==> config.mk <==
export PLATFORM = sky130hd
export DESIGN_NAME = countdown_timer
export DESIGN_NICKNAME = d
export VERILOG_FILES = /design/src/rtl/timer_pkg.sv /design/src/rtl/timer_digit_dec.sv /design/src/rtl/countdown_timer.sv
export SDC_FILE = /design/constraint.sdc
export NUM_CORES = 1
export LEC_CHECK = 0
export BUFFER_PORTS_ARGS = -buffer_cell sky130_fd_sc_hd__buf_2
export CORE_MARGIN = 8
export CORE_UTILIZATION = 35
export CTS_CLUSTER_DIAMETER = 150
export DETAILED_ROUTE_END_ITERATION = 6
export HOLD_SLACK_MARGIN = 0.02
export PLACE_DENSITY = 0.69
export SYNTH_ARGS = -nofsm -noshare
export SYNTH_HDL_FRONTEND = slang
export SYNTH_SLANG_ARGS = --single-unit
export TNS_END_PERCENT = 20
==> constraint.sdc <==
create_clock -name clk -period 1.9 [get_ports clk]
set_input_delay 0.475 -clock clk [delete_from_list [all_inputs] [get_ports clk]]
set_output_delay 0.475 -clock clk [all_outputs]
set_load 0.02 [all_outputs]
==> src/rtl/timer_pkg.sv <==
// Shared types and constants for the countdown timer.
// Contents: FSM state enum, digit limits and field widths.
package timer_pkg;

   typedef enum logic [1:0] {
      ST_IDLE    = 2'd0,
      ST_RUN     = 2'd1,
      ST_PAUSE   = 2'd2,
      ST_EXPIRED = 2'd3
   } timer_state_e;

   localparam int unsigned MS_MAX  = 999;
   localparam int unsigned SEC_MAX = 59;
   localparam int unsigned MIN_MAX = 59;

   localparam int unsigned MS_W    = 10;
   localparam int unsigned SEC_W   = 6;
   localparam int unsigned MIN_W   = 6;
   localparam int unsigned PRESC_W = 16;

endpackage : timer_pkg

==> src/rtl/timer_digit_dec.sv <==
// Modulo-(MAX+1) down counter used for one field of the timer.
// Ports:
//   clk, reset     - clock and synchronous active-low reset (value -> 0)
//   load, load_val - capture load_val, clamped to MAX
//   dec_en         - decrement by one; 0 wraps to MAX
//   value          - registered field value
//   borrow_out_c   - combinational: a decrement is wrapping this field
module timer_digit_dec #(
   parameter int unsigned WIDTH = 6,
   parameter int unsigned MAX   = 59
) (
   input  logic             clk,
   input  logic             reset,
   input  logic             load,
   input  logic [WIDTH-1:0] load_val,
   input  logic             dec_en,
   output logic [WIDTH-1:0] value,
   output logic             borrow_out_c
);

   logic [WIDTH-1:0] value_q;
   logic [WIDTH-1:0] value_d;

   assign borrow_out_c = dec_en && (value_q == '0);

   // Next value: clamped load, else wrap-around decrement
   always_comb begin
      value_d = value_q;
      if (load) begin
         value_d = (load_val > WIDTH'(MAX)) ? WIDTH'(MAX) : load_val;
      end else if (dec_en) begin
         value_d = (value_q == '0) ? WIDTH'(MAX) : value_q - WIDTH'(1);
      end
   end

   always_ff @(posedge clk) begin
      if (!reset) begin
         value_q <= '0;
      end else begin
         value_q <= value_d;
      end
   end

   assign value = value_q;

endmodule : timer_digit_dec

==> src/rtl/countdown_timer.sv <==
// MM:SS.mmm countdown timer with load / start / stop control.
// Ports:
//   clk, reset                    - clock, synchronous active-low reset
//   load, load_min/sec/ms         - capture presets (clamped), go IDLE
//   start, stop                   - level controls; stop beats start
//   min, sec, millisec            - registered remaining time
//   running, done, expire_pulse   - registered status (RUN, EXPIRED, entry pulse)
// TICK_DIV: clk cycles per millisecond tick (1..65535).
module countdown_timer
   import timer_pkg::*;
#(
   parameter int unsigned TICK_DIV = 1
) (
   input  logic       clk,
   input  logic       reset,
   input  logic       load,
   input  logic [5:0] load_min,
   input  logic [5:0] load_sec,
   input  logic [9:0] load_ms,
   input  logic       start,
   input  logic       stop,
   output logic [9:0] millisec,
   output logic [5:0] sec,
   output logic [5:0] min,
   output logic       running,
   output logic       done,
   output logic       expire_pulse
);

   timer_state_e       state_q, state_d;
   logic [PRESC_W-1:0] presc_q, presc_d;
   logic               running_q, running_d;
   logic               done_q, done_d;
   logic               expire_pulse_q, expire_pulse_d;

   logic [MS_W-1:0]    ms_val;
   logic [SEC_W-1:0]   sec_val;
   logic [MIN_W-1:0]   min_val;
   logic               tick_c;
   logic               ms_borrow_c;
   logic               sec_borrow_c;
   logic               min_borrow_c;
   logic               count_nz_c;
   logic               last_ms_c;

   localparam logic [PRESC_W-1:0] PRESC_LAST = PRESC_W'(TICK_DIV - 1);

   // A tick only happens in RUN when neither load nor stop takes the edge
   assign tick_c     = (state_q == ST_RUN) && !load && !stop && (presc_q == PRESC_LAST);
   assign count_nz_c = |{min_val, sec_val, ms_val};
   assign last_ms_c  = (ms_val == MS_W'(1)) && (sec_val == '0) && (min_val == '0);

   timer_digit_dec #(.WIDTH(MS_W), .MAX(MS_MAX)) u_ms (
      .clk          (clk),
      .reset        (reset),
      .load         (load),
      .load_val     (load_ms),
      .dec_en       (tick_c),
      .value        (ms_val),
      .borrow_out_c (ms_borrow_c)
   );

   timer_digit_dec #(.WIDTH(SEC_W), .MAX(SEC_MAX)) u_sec (
      .clk          (clk),
      .reset        (reset),
      .load         (load),
      .load_val     (load_sec),
      .dec_en       (ms_borrow_c),
      .value        (sec_val),
      .borrow_out_c (sec_borrow_c)
   );

   timer_digit_dec #(.WIDTH(MIN_W), .MAX(MIN_MAX)) u_min (
      .clk          (clk),
      .reset        (reset),
      .load         (load),
      .load_val     (load_min),
      .dec_en       (sec_borrow_c),
      .value        (min_val),
      .borrow_out_c (min_borrow_c)
   );

   // Next-state, prescaler and status outputs
   always_comb begin
      state_d        = state_q;
      presc_d        = presc_q;
      expire_pulse_d = 1'b0;
      if (load) begin
         state_d = ST_IDLE;
         presc_d = '0;
      end else begin
         case (state_q)
            ST_IDLE: begin
               if (start && !stop && count_nz_c) state_d = ST_RUN;
            end
            ST_RUN: begin
               if (stop) begin
                  state_d = ST_PAUSE;
               end else if (tick_c) begin
                  presc_d = '0;
                  // min borrow means the count was already zero; park it anyway
                  if (last_ms_c || min_borrow_c) begin
                     state_d        = ST_EXPIRED;
                     expire_pulse_d = 1'b1;
                  end
               end else begin
                  presc_d = presc_q + PRESC_W'(1);
               end
            end
            ST_PAUSE: begin
               if (start && !stop) state_d = ST_RUN;
            end
            ST_EXPIRED: state_d = ST_EXPIRED;
            default:    state_d = ST_IDLE;
         endcase
      end
      running_d = (state_d == ST_RUN);
      done_d    = (state_d == ST_EXPIRED);
   end

   always_ff @(posedge clk) begin
      if (!reset) begin
         state_q        <= ST_IDLE;
         presc_q        <= '0;
         running_q      <= 1'b0;
         done_q         <= 1'b0;
         expire_pulse_q <= 1'b0;
      end else begin
         state_q        <= state_d;
         presc_q        <= presc_d;
         running_q      <= running_d;
         done_q         <= done_d;
         expire_pulse_q <= expire_pulse_d;
      end
   end

   assign millisec     = ms_val;
   assign sec          = sec_val;
   assign min          = min_val;
   assign running      = running_q;
   assign done         = done_q;
   assign expire_pulse = expire_pulse_q;

endmodule : countdown_timer
Yosys cells after proc, flatten, opt, wreduce, memory -nomap -nowiden
Index checks and enable logic that the tools add are counted.
- bits in registers: 43
- input port bits: 27
- output and inout bits: 25
- add/subtract/negate cells: 4
- $lt $le $gt $ge: 3
- equality and inequality tests: 6
- muxes and demuxes: 21
- bitwise logic cells: 4
- reduce and logical (&&, ||, !) cells: 25
- operators with widths (kind ; count):
    6-bit 2-to-1 mux ; 8
    10-bit 2-to-1 mux ; 4
    22-bit OR reduction ; 1
    16-bit by 1-bit adder with 16-bit output (second input constant) ; 1
    16-bit logical NOT ; 1
    16-bit 2-to-1 mux ; 1
    6-bit greater-than comparator (second input constant) ; 2
    6-bit logical NOT ; 2
    2-bit 2-to-1 mux ; 6
    6-bit by 1-bit subtractor with 6-bit output (second input constant) ; 2
    10-bit by 1-bit equality test with 1-bit output (second input constant) ; 1
    10-bit greater-than comparator (second input constant) ; 1
    1-bit logical AND ; 10
    10-bit logical NOT ; 1
    10-bit by 1-bit subtractor with 10-bit output (second input constant) ; 1
    2-bit case mux with 4 select lines ; 1
    2-bit equality test (second input constant) ; 3
    2-bit nonzero test ; 3
    5-bit OR reduction ; 1
    2-bit by 1-bit equality test with 1-bit output (second input constant) ; 2
    1-bit NOT ; 4
    1-bit logical NOT ; 2
    2-bit logical NOT ; 1
    2-bit AND reduction ; 1
    other kinds (3) ; 3

Depth between registers and ports, before layout
- depth in word-level cells: 14
- gate-level depth with buffers: 9
- depth with buffers taken out: 7

Cells and area by module
A second synthesis with hierarchy kept.
- cell total of the unflattened synthesis: 302
- area total of the unflattened synthesis: 2562.5 um^2
- by module, submodules not included (module ; instances ; cells an instance ; area an instance (um^2) ; sequential area each (um^2)):
    countdown_timer ; 1 ; 119 ; 1051.0 ; 420.4
    timer_digit_dec at u_min ... ; 2 ; 52 ; 425.4 ; 120.1
    timer_digit_dec at u_ms ; 1 ; 79 ; 660.6 ; 200.2

Worst setup path before layout
OpenSTA, ideal clock, no wires.
- path kind: in2reg
- start: input port load
- end: register u_sec.value_q[3], in the netlist u_sec.value[3]
- setup time: 0.117 ns
- arrival time: 1.804 ns
- data required time: 1.783 ns
- path slack: -0.021 ns
- cell stages on the path: 7
- cell sequence: buf_6 -> nor4b_2 -> nand3_2 -> o31ai_4 -> buf_6 -> nand2_1 -> a32o_1
- cells in the longest elaborated chain, start to end: 6
- elaborated cells between the ends (all ways): 7
- ends and longest elaborated chain (item ; RTL line ; RTL):
    start: declaration ; countdown_timer.sv:16 ; input logic load,
    1-bit logical NOT ; countdown_timer.sv:49 ; assign tick_c = (state_q == ST_RUN) && !load && !stop && (presc_q == PRESC_LAST);
    1-bit logical AND (3 in a row) ; countdown_timer.sv:49 ;
    1-bit logical AND ; timer_digit_dec.sv:24 ; assign borrow_out_c = dec_en && (value_q == '0);
    2-bit nonzero test (no source line) ; -- ;
    end signal: assignment ; timer_digit_dec.sv:40 ; value_q <= value_d;
    end: declaration ; timer_digit_dec.sv:21 ; logic [WIDTH-1:0] value_q;
Parallel ways exist; a longest one is shown, timed or not.
A chain may end at the register's enable or synchronous reset.

Final worst setup path
- start: register u_ms.value_q[7], in the netlist u_ms.value[7]
- end: register u_min.value_q[4], in the netlist u_min.value[4]
- cells in the longest elaborated chain, start to end: 4
- ends and longest elaborated chain (item ; RTL line):
    start: declaration ; timer_digit_dec.sv:21
    start signal: assignment ; timer_digit_dec.sv:40
    10-bit logical NOT ; timer_digit_dec.sv:24
    1-bit logical AND (2 in a row) ; timer_digit_dec.sv:24
    2-bit nonzero test (no source line) ; --
    end signal: assignment ; timer_digit_dec.sv:40
    end: declaration ; timer_digit_dec.sv:21
Every way passes these cells.

==> impl_summary.log <==
[metrics] dpl hpwl: 5.66 mm
[metrics] iteration count of the initial detailed-routing pass: 5
[metrics] grt total ovfl: 0
[metrics] final number of hold-violating endpoints: 0
[metrics] gate count after technology mapping: 310
[metrics] Yosys warnings: 0
[metrics] residual antenna-violating net count after detailed routing: 0
[metrics] cell-by-cell trace of the critical path: nor4_4, nand3_2, buf_4, buf_6, nor4_4, a211oi_2, a311oi_1
[metrics] count of clock tree sinks: 43
[metrics] Post-synth EDFFs: 0
[metrics] total via count after detailed routing: 2782
[metrics] flip-flop cell with the highest count after synthesis: dfxtp_1
[metrics] Cell Pwr Density: 652 nW/µm²
[metrics] proportion of netlist area held by the largest area contributor: 0.329
[metrics] slowest cell delay on critical path: 0.37 ns
[metrics] end-of-flow core utilization: 0.496
[metrics] main area contributors after synthesis: dfxtp_1 (33%), ha_1 (4.3%), nor2_1 (4.3%)
[metrics] Unique masters post-synth: 64
[metrics] cell taking the most area after synthesis: dfxtp_1
[metrics] arrival time worst endpoint: 2.08 ns
[metrics] TritonCTS clock tree: done
[metrics] Max-Slew Margin vs Limit: 0.609
[metrics] ratio of final minimum period to clock period: 0.985
[metrics] result of the run: finished, final reports clean
[metrics] Lkg Pwr: 1.52 nW
[metrics] global-route wire length before repair: 11.9 mm
[metrics] count of buffer and inverter cells on the critical path: 2
[metrics] Die Y: 102 µm
[metrics] H-tree levels: 2
[metrics] number of placed instances, taps included: 495
[metrics] type of destination of the critical path: register
[metrics] layout net count: 451
[metrics] final critical-path required period: 1.87 ns
[metrics] Crit Path Category: register to register
[metrics] Placeable Area: 7250 µm²
[metrics] cell area after layout: 3600 µm²
[metrics] highest net fanout along the worst path: 5
[metrics] num ports: 52
[metrics] register bit count reported by yosys: 43
[metrics] number of standard cells in the layout, taps in and fillers out: 515
[metrics] critical path's most frequent cell: nor4_4
[metrics] Design Power: 0.00234 W
[metrics] max cap viols: 0
[metrics] source-to-sink clock delay at the later pin of the worst-skew pair: 0.30 ns
[metrics] Mean Syn Cell Area: 8.44 µm²
[metrics] maximum number of pins on one net before global-route repair: 28
[metrics] maximum frequency from static timing analysis: 535 MHz
[metrics] share of the yosys chip area belonging to registers: 0.329
[metrics] maximum resistive drop on vdd: 268 µV
[metrics] Max Root-Sink Buffers: 2
[metrics] total die area: 10500 µm²
[metrics] unrepaired setup endpoints after global routing: yes
[metrics] CP Data Required Time: 2.11 ns
[metrics] Worst Max-Slew Pin Slew: 0.581 ns
[metrics] clock transition at the registers of the reported paths: 0.09 ns
[metrics] FFs w/ async S/R, synth: 0
[metrics] starting utilization of the core area: 0.361
[metrics] via density per instance: 5.40
[metrics] number of antenna violations at the first check in global routing: 1
[metrics] Iteration-0 DRC Markers: 126
[metrics] class of the tightest hold or removal check: primary input to register
[metrics] final-layout fill cell count: 683
[metrics] crit path launch type: register
[metrics] Die X-Extent: 102 µm
[metrics] number of failing setup endpoints in the final timing report: 0
[metrics] wire length reported by the detailed router: 7.61 mm
[metrics] post-synth net total: 346
[metrics] via count of the first global-routing pass: 2615
[metrics] row count: 31
[metrics] TritonCTS Buffers: 5
[metrics] # hold bufs at CTS: 0
[metrics] Clock Skews: 0.0142 ns
[metrics] cell type group with the largest total delay on the critical path: simple AND/OR/NAND/NOR gates
[metrics] count of unresolved DRC violations after routing: 0
[metrics] dpl cell area: 3280 µm²
[metrics] global-route usage over all layers: 0.141
[metrics] final antenna diode count: 0
[metrics] share of layout cells above drive strength 1: 0.373
[metrics] IO buf count: 51
[metrics] wire length per cell: 14.8 µm
[metrics] slowest cell on the critical path: nor4_4
[metrics] routability-driven placement congestion ratio: 0.840
[metrics] final-report max-slew violation count: 0
[metrics] Layout Area Growth over Synthesis: 37.4%
[metrics] Post-Synthesis Cell Area: 2620 µm²
[metrics] root buf cell: clkbuf_8
registers in the layout, indices dropped and copies added, names as in the netlist:
register,count
presc_q,16
u_ms.value,10
u_min.value,6
u_sec.value,6
state_q,2
done,1
expire_pulse,1
running,1
synthesized netlist by cell type (3+ instances only):
library cell and n:
a211oi_1 7, a21oi_1 9, a31oi_1 6, and2_1 3, and3_1 6, and4_1 4
buf_6 3, clkbuf_1 4, dfxtp_1 43, ha_1 9, inv_1 16, nand2_1 27
nand3_1 12, nand3_2 3, nand4_1 7, nor2_1 30, nor3_1 17, nor3b_1 4
nor4_1 6, nor4_2 4, nor4_4 3, o211ai_1 3, o21ai_0 11, o21ai_1 4
o221ai_1 5, o31ai_1 3, or2_2 3, xnor2_1 7, xor2_1 8
layout by cell type (no fill, tap or decap), drive strengths merged, types with 2 or more instances in the layout:
cell / instances
a211oi: 7
a21oi: 9
a311oi: 3
a31o: 2
a31oi: 6
a32o: 2
and2: 3
and3: 6
and4: 4
buf: 109
clkbuf: 6
clkinv: 2
dfxtp: 43
ha: 9
inv: 16
nand2: 28
nand2b: 2
nand3: 15
nand4: 7
nor2: 31
nor3: 17
nor3b: 5
nor4: 13
nor4b: 3
o211ai: 3
o21a: 2
o21ai: 15
o221ai: 5
o22ai: 2
o31ai: 4
or2: 5
or4: 2
xnor2: 7
xor2: 8
final cells by class:
cell class / count / area [µm²] / share of cell area
Multi-Input combinational cell: 239 / 1720 / 0.478
Sequential cell: 43 / 863 / 0.240
Timing Repair Buffer: 109 / 709 / 0.197
Tap cell: 99 / 124 / 0.0344
Clock buffer: 6 / 82.6 / 0.0230
Inverter: 17 / 63.8 / 0.0177
Clock inverter: 2 / 35.0 / 0.00974
report_power, final:
part | switching (W) | internal, W | total (W)
clock | 0.000328 | 0.000426 | 0.000754
combinational | 0.000341 | 0.000269 | 0.000610
sequential | 0.0000397 | 0.000940 | 0.000980
total | 0.000709 | 0.00164 | 0.00234
final timing paths:
| kind | startpoint | to | slack (ns) | depth (start not counted) |
|---|---|---|---|---|
| worst max-delay path | u_ms.value[7]$_SDFFE_PN0P_ | u_min.value[4]$_SDFFE_PN0P_ | 0.03 | 7 |
| worst min-delay path | load_ms[9] | u_ms.value[9]$_SDFFE_PN0P_ | 0.46 | 3 |
| worst max register to register | u_ms.value[7]$_SDFFE_PN0P_ | u_min.value[4]$_SDFFE_PN0P_ | 0.03 | 7 |
| worst min register to register | u_min.value[5]$_SDFFE_PN0P_ | u_min.value[5]$_SDFFE_PN0P_ | 0.53 | 1 |
kinds of logic after synthesis:
| group | share of synthesized area |
|---|---|
| muxes | 0.00383 |
| xor gates and xnor gates | 0.0502 |
| AOI/OAI and AO/OA | 0.188 |
| and+or+nand+nor | 0.333 |
| adders and majority gates | 0.0430 |
| buffers and inverters | 0.0521 |
| DFF | 0.329 |
per-stage QoR:
step	worst slack (ns)	hold WS, ns	setup TNS [ns]
final	0.0294	0.462	0
after global routing	-0.0883	0.453	-0.392
after CTS	-0.0196	0.433	-0.0218
after detailed placement	-0.138	0.511	-0.837
after global placement	-0.100	0.507	-0.369
after floorplan	0.0307	0.462	0
tightest hold or removal path, stage by stage:
cell and delay, ns:
buf_2 0.11, nand2_1 0.06, a31oi_1 0.07
routing by layer:
metal	global-route usage	up-vias	routed length [µm]
met4	0.0395	2	74
met5	0	-	13
met2	0.251	83	3770
met3	0.0375	10	553
met1	0.161	1318	3190
li1	-	1369	-
repair_timing:
item / CTS / global route
setup endpoints to repair: 9 / 30
pin swaps: 3 / 18
setup buffers: 3 / 9
resized for setup: 1 / 24
Note: power is estimated with default switching activity, not from simulation.
